[src/rtl/mem_dma.sv]
// Byte block-copy initiator for the 256x8 memory get/set port: READ, CAPTURE, WRITE per byte.
// Optional MEM_DMA_FILL_EN adds a fill port that writes a constant pattern at one byte per cycle.
module mem_dma (
  input  logic       clk,
  input  logic       rst,
  input  logic       start,
  input  logic [7:0] src,
  input  logic [7:0] dst,
  input  logic [7:0] len,
`ifdef MEM_DMA_FILL_EN
  input  logic       fill,
`endif
  output logic [7:0] mem_addr,
  output logic [7:0] mem_val,
  output logic       mem_get,
  output logic       mem_set,
  input  logic [7:0] mem_out,
  output logic       busy,
  output logic       done,
  output logic [7:0] count
);

  typedef enum logic [2:0] {
    S_IDLE    = 3'd0,
    S_READ    = 3'd1,
    S_CAPTURE = 3'd2,
    S_WRITE   = 3'd3,
    S_DONE    = 3'd4
  } state_t;

  state_t     r_state, w_state_next;
  logic [7:0] r_src_ptr, w_src_ptr_next;
  logic [7:0] r_dst_ptr, w_dst_ptr_next;
  logic [7:0] r_len, w_len_next;
  logic [7:0] r_count, w_count_next;
  logic [7:0] r_mem_addr, w_mem_addr_next;
  logic [7:0] r_mem_val, w_mem_val_next;
  logic       r_mem_get, w_mem_get_next;
  logic       r_mem_set, w_mem_set_next;
  logic       r_busy, w_busy_next;
  logic       r_done, w_done_next;
  logic       r_fill, w_fill_next;
  logic       w_fill_in;
  logic [7:0] w_count_inc;

`ifdef MEM_DMA_FILL_EN
  assign w_fill_in = fill;
`else
  assign w_fill_in = 1'b0;
`endif

  assign w_count_inc = r_count + 8'd1;

  always_ff @(posedge clk) begin
    if (rst) begin
      r_state    <= S_IDLE;
      r_src_ptr  <= 8'd0;
      r_dst_ptr  <= 8'd0;
      r_len      <= 8'd0;
      r_count    <= 8'd0;
      r_mem_addr <= 8'd0;
      r_mem_val  <= 8'd0;
      r_mem_get  <= 1'b0;
      r_mem_set  <= 1'b0;
      r_busy     <= 1'b0;
      r_done     <= 1'b0;
      r_fill     <= 1'b0;
    end else begin
      r_state    <= w_state_next;
      r_src_ptr  <= w_src_ptr_next;
      r_dst_ptr  <= w_dst_ptr_next;
      r_len      <= w_len_next;
      r_count    <= w_count_next;
      r_mem_addr <= w_mem_addr_next;
      r_mem_val  <= w_mem_val_next;
      r_mem_get  <= w_mem_get_next;
      r_mem_set  <= w_mem_set_next;
      r_busy     <= w_busy_next;
      r_done     <= w_done_next;
      r_fill     <= w_fill_next;
    end
  end

  // Outputs are registered, so each branch computes what the bus shows in the state being entered.
  always_comb begin
    w_state_next    = r_state;
    w_src_ptr_next  = r_src_ptr;
    w_dst_ptr_next  = r_dst_ptr;
    w_len_next      = r_len;
    w_count_next    = r_count;
    w_mem_addr_next = r_mem_addr;
    w_mem_val_next  = r_mem_val;
    w_mem_get_next  = 1'b0;
    w_mem_set_next  = 1'b0;
    w_busy_next     = 1'b0;
    w_done_next     = 1'b0;
    w_fill_next     = r_fill;

    case (r_state)
      S_IDLE: begin
        if (start) begin
          w_src_ptr_next = src;
          w_dst_ptr_next = dst;
          w_len_next     = len;
          w_count_next   = 8'd0;
          w_fill_next    = w_fill_in;
          if (len == 8'd0) begin
            w_state_next = S_DONE;
            w_done_next  = 1'b1;
          end else if (w_fill_in) begin
            w_state_next    = S_WRITE;
            w_mem_set_next  = 1'b1;
            w_mem_addr_next = dst;
            w_mem_val_next  = src;
            w_busy_next     = 1'b1;
          end else begin
            w_state_next    = S_READ;
            w_mem_get_next  = 1'b1;
            w_mem_addr_next = src;
            w_busy_next     = 1'b1;
          end
        end
      end

      S_READ: begin
        w_state_next = S_CAPTURE;
        w_busy_next  = 1'b1;
      end

      S_CAPTURE: begin
        w_state_next    = S_WRITE;
        w_mem_set_next  = 1'b1;
        w_mem_addr_next = r_dst_ptr;
        w_mem_val_next  = mem_out;
        w_busy_next     = 1'b1;
      end

      S_WRITE: begin
        w_src_ptr_next = r_src_ptr + 8'd1;
        w_dst_ptr_next = r_dst_ptr + 8'd1;
        w_count_next   = w_count_inc;
        if (w_count_inc == r_len) begin
          w_state_next = S_DONE;
          w_done_next  = 1'b1;
        end else if (r_fill) begin
          // Fill keeps the pattern already sitting in the write-data register.
          w_state_next    = S_WRITE;
          w_mem_set_next  = 1'b1;
          w_mem_addr_next = r_dst_ptr + 8'd1;
          w_busy_next     = 1'b1;
        end else begin
          w_state_next    = S_READ;
          w_mem_get_next  = 1'b1;
          w_mem_addr_next = r_src_ptr + 8'd1;
          w_busy_next     = 1'b1;
        end
      end

      S_DONE: begin
        w_state_next = S_IDLE;
      end

      default: begin
        w_state_next = S_IDLE;
      end
    endcase
  end

  assign mem_addr = r_mem_addr;
  assign mem_val  = r_mem_val;
  assign mem_get  = r_mem_get;
  assign mem_set  = r_mem_set;
  assign busy     = r_busy;
  assign done     = r_done;
  assign count    = r_count;

endmodule

[config.mk]
export PLATFORM = sky130hd
export DESIGN_NAME = mem_dma
export DESIGN_NICKNAME = d
export VERILOG_FILES = /design/src/rtl/mem_dma.sv
export SDC_FILE = /design/constraint.sdc
export NUM_CORES = 1
export LEC_CHECK = 0
export CORE_MARGIN = 2
export CORE_UTILIZATION = 50
export DETAILED_ROUTE_END_ITERATION = 8
export GPL_TIMING_DRIVEN = 0
export PLACE_DENSITY = 0.82
export SYNTH_ARGS = -nofsm -noshare
export SYNTH_HDL_FRONTEND = slang
export SYNTH_SLANG_ARGS = --single-unit
export TNS_END_PERCENT = 20
[constraint.sdc]
create_clock -name clk -period 2.84 [get_ports clk]
set_clock_uncertainty 0.15 [all_clocks]
set_input_delay 0.284 -clock clk [delete_from_list [all_inputs] [get_ports clk]]
set_output_delay 0.284 -clock clk [all_outputs]
set_load 0.03 [all_outputs]
Yosys cells after proc, flatten, opt, wreduce, memory -nomap -nowiden

Cells that the tools add are included.

Logic and storage cells: 53
Register bits after elaboration: 55
Bits of input ports: 35

$add $sub $neg: 3
Mux-type cells: 24
Equal/unequal tests: 7
Reductions and logical operators: 8

Operator list:

| cell                                                | count |
|---|---|
| two-way mux 8 bit                                   | 6 |
| case mux 8 bit (2 select lines)                     | 3 |
| adder 8 x 1 -> 8 bit, second input constant         | 3 |
| case mux 8 bit (3 select lines)                     | 1 |
| case mux 3 bit (4 select lines)                     | 1 |
| two-way mux 3 bit                                   | 3 |
| equality test 8 bit                                 | 1 |
| logical NOT 8 bit                                   | 1 |
| two-way mux 1 bit                                   | 7 |
| equality test 3 x 2 -> 1 bit, second input constant | 2 |
| != test 2 bit, second input constant                | 3 |
| case mux 1 bit (2 select lines)                     | 2 |
| AND reduction 2 bit                                 | 2 |
| AND reduction 4 bit                                 | 1 |
| equality test 3 x 1 -> 1 bit, second input constant | 1 |
| logical NOT 3 bit                                   | 1 |
| case mux 1 bit (3 select lines)                     | 1 |
| nonzero test 3 bit                                  | 1 |
| nonzero test 2 bit                                  | 1 |
| OR reduction 2 bit                                  | 1 |

Logic depth before layout (Yosys ltp)

Depth after elaboration: 4
Gate-level depth with buffers: 8
Depth with buffers taken out: 7

Worst setup path before layout

Ideal clock, no wire load.

Kind: reg-to-reg
From: register r_count[0] (netlist: count[0])
To: register r_mem_addr[7] (netlist: mem_addr[7])
Cell stages (with the launch flop): 7
Arrival: 2.334 ns
Period minus slack after synthesis: 2.605 ns
Buffers on the path: 0
Library setup time: 0.121 ns
Path slack: 0.235 ns
Cells stage by stage: dfxtp_1 > ha_1 > nand3_2 > or3_4 > a2111oi_4 > a211oi_4 > mux2_4

Word-level cells in the longest chain between the ends: 4

RTL lines:

| item                          | RTL line | RTL |
|---|---|---|
| start: declaration            | 35       | `logic [7:0] r_count, w_count_next;` |
| start signal: assignment      | 73       | `r_count <= w_count_next;` |
| adder 8 x 1 -> 8 bit          | 52       | `assign w_count_inc = r_count + 8'd1;` |
| equality test 8 bit           | 142      | `if (w_count_inc == r_len) begin` |
| != test 2 bit (no line)       | --       |  |
| AND reduction 4 bit (no line) | --       |  |
| end signal: assignment        | 74       | `r_mem_addr <= w_mem_addr_next;` |
| end: declaration              | 36       | `logic [7:0] r_mem_addr, w_mem_addr_next;` |

No other way between the ends.
A chain may end at the register's enable or synchronous reset.

Final worst setup path

From: register r_count[0] (netlist: count[0])
To: register r_mem_addr[6] (netlist: mem_addr[6])

The elaborated chain is that of the path after synthesis.

==> results.py <==
metrics = {
    "status": {
        "run_status": "finished, final reports clean",
    },
    "clock_network": {
        "cts.sink_count": 55,
        "number_of_buffers_added_by_the_clock_tree_synthesis_step": 5,
        "clk_pin_slew_worst_paths_ps": 100,
        "postCtsSetupBuffers": 0,
        "cts_tree": "done",
        "clock_tree.buffer_depth": 2,
        "cts.htree.levels": 2,
        "clk-insertion-delay-late_ps": 310,
        "cts-root-buf": "clkbuf_8",
    },
    "finish": {
        "final_cell_mix": "61 x clkdlybuf4s50_1, 55 x dfxtp_1, 54 x nor2_1",
        "leading_cell_type_in_the_layout_fill_and_taps_excluded": "clkdlybuf4s50_1",
        "multiInputGateArea_sq_um": 1610,
        "layout.cells.non_filler": 496,
        "area.sequential_sq_um": 1100,
        "num_antenna_cells": 0,
        "final.fill_count": 510,
        "area_growth_syn_to_layout_pct": 27.8,
        "layout-drive-gt1-share_pct": 5.66,
        "fin_nets": 461,
    },
    "synthesis": {
        "netlist_instances": 355,
        "yosysSeqAreaShare_pct": 39.1,
        "post_synth_num_cell_types": 49,
        "synth_area_per_cell_sq_um": 7.94,
        "synth_seq_cells": 55,
        "mappedNetlistArea_sq_um": 2820,
        "synth-warning-count": 0,
        "mappedNetlistNets": 393,
    },
    "die": {
        "initial_utilization_pct": 51.5,
        "std_cell_rows": 27,
        "dieHeight_um": 79.1,
        "die_width_um": 79.1,
        "num_io_pins": 63,
        "placeableCoreArea_sq_um": 5470,
        "floorplan.die_area_sq_um": 6250,
    },
    "global_routing": {
        "via_count_of_the_first_global_routing_pass": 2563,
        "grt_pass1_wl_um": 11900,
        "grt_usage_pct": 23.8,
        "grt_max_degree": 16,
        "final_global_route_overflow_total": 0,
        "grt_antenna_before_repair": 0,
    },
    "routing": {
        "average_wire_per_cell_in_the_routed_design_um": 15.0,
        "detailedRoute.firstIterationViolations": 253,
        "postRouteWirelength_um": 7460,
        "total_iterations_of_the_first_detailed_routing_run": 5,
        "ant_nets": 0,
        "detail_route.vias_per_cell": 5.72,
        "total_via_count_in_the_routed_design": 2838,
        "drt_drc_violations_left": 0,
    },
    "worst_setup_path": {
        "rr_startpoint": "count[0]",
        "path_max_fanout": 9,
        "path_type_of_the_worst_setup_path": "flip-flop to flip-flop",
        "critPathLaunchType": "flip-flop",
        "arr_time_crit_path_ps": 2750,
        "worstPathRequired_ps": 2900,
        "crit_path_end_kind": "flip-flop",
        "timing.critical_path.from": "count[0]",
    },
    "power": {
        "internal-power_mw": 1.24,
        "sw_frac_of_total_pct": 32.9,
        "net_sw_power_mw": 0.610,
        "p_seq_share_pct": 48.3,
        "comb_power_share_pct": 28.6,
        "power-per-cell-area_nw_per_um2": 514,
        "power.share.clock_pct": 23.1,
        "vdd_ir_drop_max_mv": 0.319,
        "static-leakage-power_nw": 1.29,
        "total_power_mw": 1.85,
    },
    "timing": {
        "setup_viol_count_final": 0,
        "rsz0062_at_grt": "false",
        "setup_total_negative_slack_ps": 0,
        "worst_tran_pin_value_ps": 640,
        "layout_setup_ws_ps": 146,
        "period_share_pct": 94.9,
        "finalHoldViolCount": 0,
        "min_period_ps": 2690,
        "fmaxAchievable_ghz": 0.371,
        "timing.hold.ws_ps": 294,
        "timing.final.max_slew_violations": 0,
        "maxSlewHeadroom_pct": 57.2,
    },
    "placement": {
        "place_congestion": 0.864,
        "post-place-ws_ps": 181,
        "dp.final_hpwl_um": 5390,
        "port_buffers": 61,
        "placed_cells_incl_taps": 488,
    },
    "run": {
        "drv.max_cap_violation_count": 0,
    },
    "worst_hold_path": {
        "min_path_type": "input port to flip-flop",
        "holdCritStartpoint": "rst",
    },
}
==> metal layers <==
metal	wire (um)	GRT usage, %
met1	3280	32.0
met2	3500	39.4
met5	0	0
met4	131	7.93
met3	539	3.41
==> metrics by stage <==
step                area [sq um]  utilization (%)
finish                      3600             65.8
global placement            3520             64.3
CTS                         3600             65.8
floorplan                   2820                -
global route                3600             65.8
detailed placement          3520             64.3
==> worst paths after layout <==
path | end | slack, ps | cells after the start
setup / recovery | mem_addr[6] | 150 | 7
hold / removal | mem_addr[2] | 290 | 3
setup reg to reg | mem_addr[6] | 150 | 7
hold reg to reg | r_len[1] | 320 | 2
==> registers in the layout, summed over array words and instances (netlist names) <==
name / count
count: 8
mem_addr: 8
mem_val: 8
r_dst_ptr: 8
r_len: 8
r_src_ptr: 8
r_state: 3
busy: 1
done: 1
mem_get: 1
mem_set: 1
==> cells in the mapped netlist (all sizes together) <==
cell | instances | area [sq um]
a2111oi | 3 | 45.1
a32oi | 1 | 8.76
a31oi | 3 | 18.8
and2 | 1 | 7.51
or3 | 2 | 17.5
and3 | 3 | 18.8
nor3 | 7 | 35.0
and3b | 1 | 8.76
buf | 3 | 17.5
a21oi | 32 | 160
nand4b | 1 | 8.76
nor3b | 5 | 37.5
a211o | 3 | 26.3
nand4 | 1 | 6.26
o2111ai | 1 | 8.76
nor4b | 1 | 15.0
o21ai | 22 | 110
xnor2 | 12 | 105
a222oi | 2 | 20.0
nand3b | 1 | 7.51
ha | 3 | 37.5
mux2 | 6 | 71.3
dfxtp | 55 | 1100
nand2 | 53 | 199
nand2b | 3 | 18.8
a21o | 1 | 7.51
inv | 2 | 7.51
a211oi | 5 | 50.1
o21a | 1 | 7.51
nand3 | 8 | 45.0
nor2b | 8 | 50.1
xor2 | 5 | 43.8
mux2i | 3 | 30.0
clkbuf | 22 | 83.8
o221ai | 1 | 8.76
nor4 | 4 | 25.0
a221oi | 8 | 70.1
and4 | 2 | 17.5
o211a | 1 | 17.5
a22oi | 2 | 15.0
a311oi | 3 | 26.3
nor2 | 54 | 203
==> cell families after synthesis <==
family,after synthesis,synth area share [%]
AO/OA/AOI/OAI,89,21.3
XOR/XNOR,17,5.28
adder cells (fa/ha/maj),3,1.33
buffers and inverters,27,3.86
flip-flops,55,39.1
multiplexers,9,3.59
AND/OR/NAND/NOR,155,25.6
==> repair_timing <==
| action | CTS | global route |
|---|---|---|
| hold buffers | 0 | 0 |
| setup endpoints to repair | 0 | 2 |
| endpoints found under the hold margin | 0 | 0 |
| resized for setup | 0 | 2 |
==> final cells by class <==
class | count | share of cell area, %
Tap cell | 72 | 2.50
Inverter | 2 | 0.208
Timing Repair Buffer | 61 | 17.0
Multi-Input combinational cell | 273 | 44.7
Clock buffer | 7 | 2.12
Sequential cell | 55 | 30.6
Clock inverter | 1 | 0.139
Buffer | 25 | 2.85
==> critical path, stage by stage, from the launching register on <==
cell and delay [ps]:
dfxtp_1 460, ha_1 310, nand3_2 160, nor2_1 200
xnor2_1 230, a2111oi_4 120, a211oi_4 550, mux2_2 400
==> power by group through the flow <==
stage | sequential (mW) | clock (mW) | combinational, mW
floorplan | 0.959 | 0 | 0.282
global placement | 0.908 | 0 | 0.517
detailed placement | 0.911 | 0 | 0.526
CTS | 0.893 | 0.430 | 0.528
global route | 0.903 | 0.453 | 0.578
finish | 0.895 | 0.428 | 0.530
(Power assumes the default switching activity.)
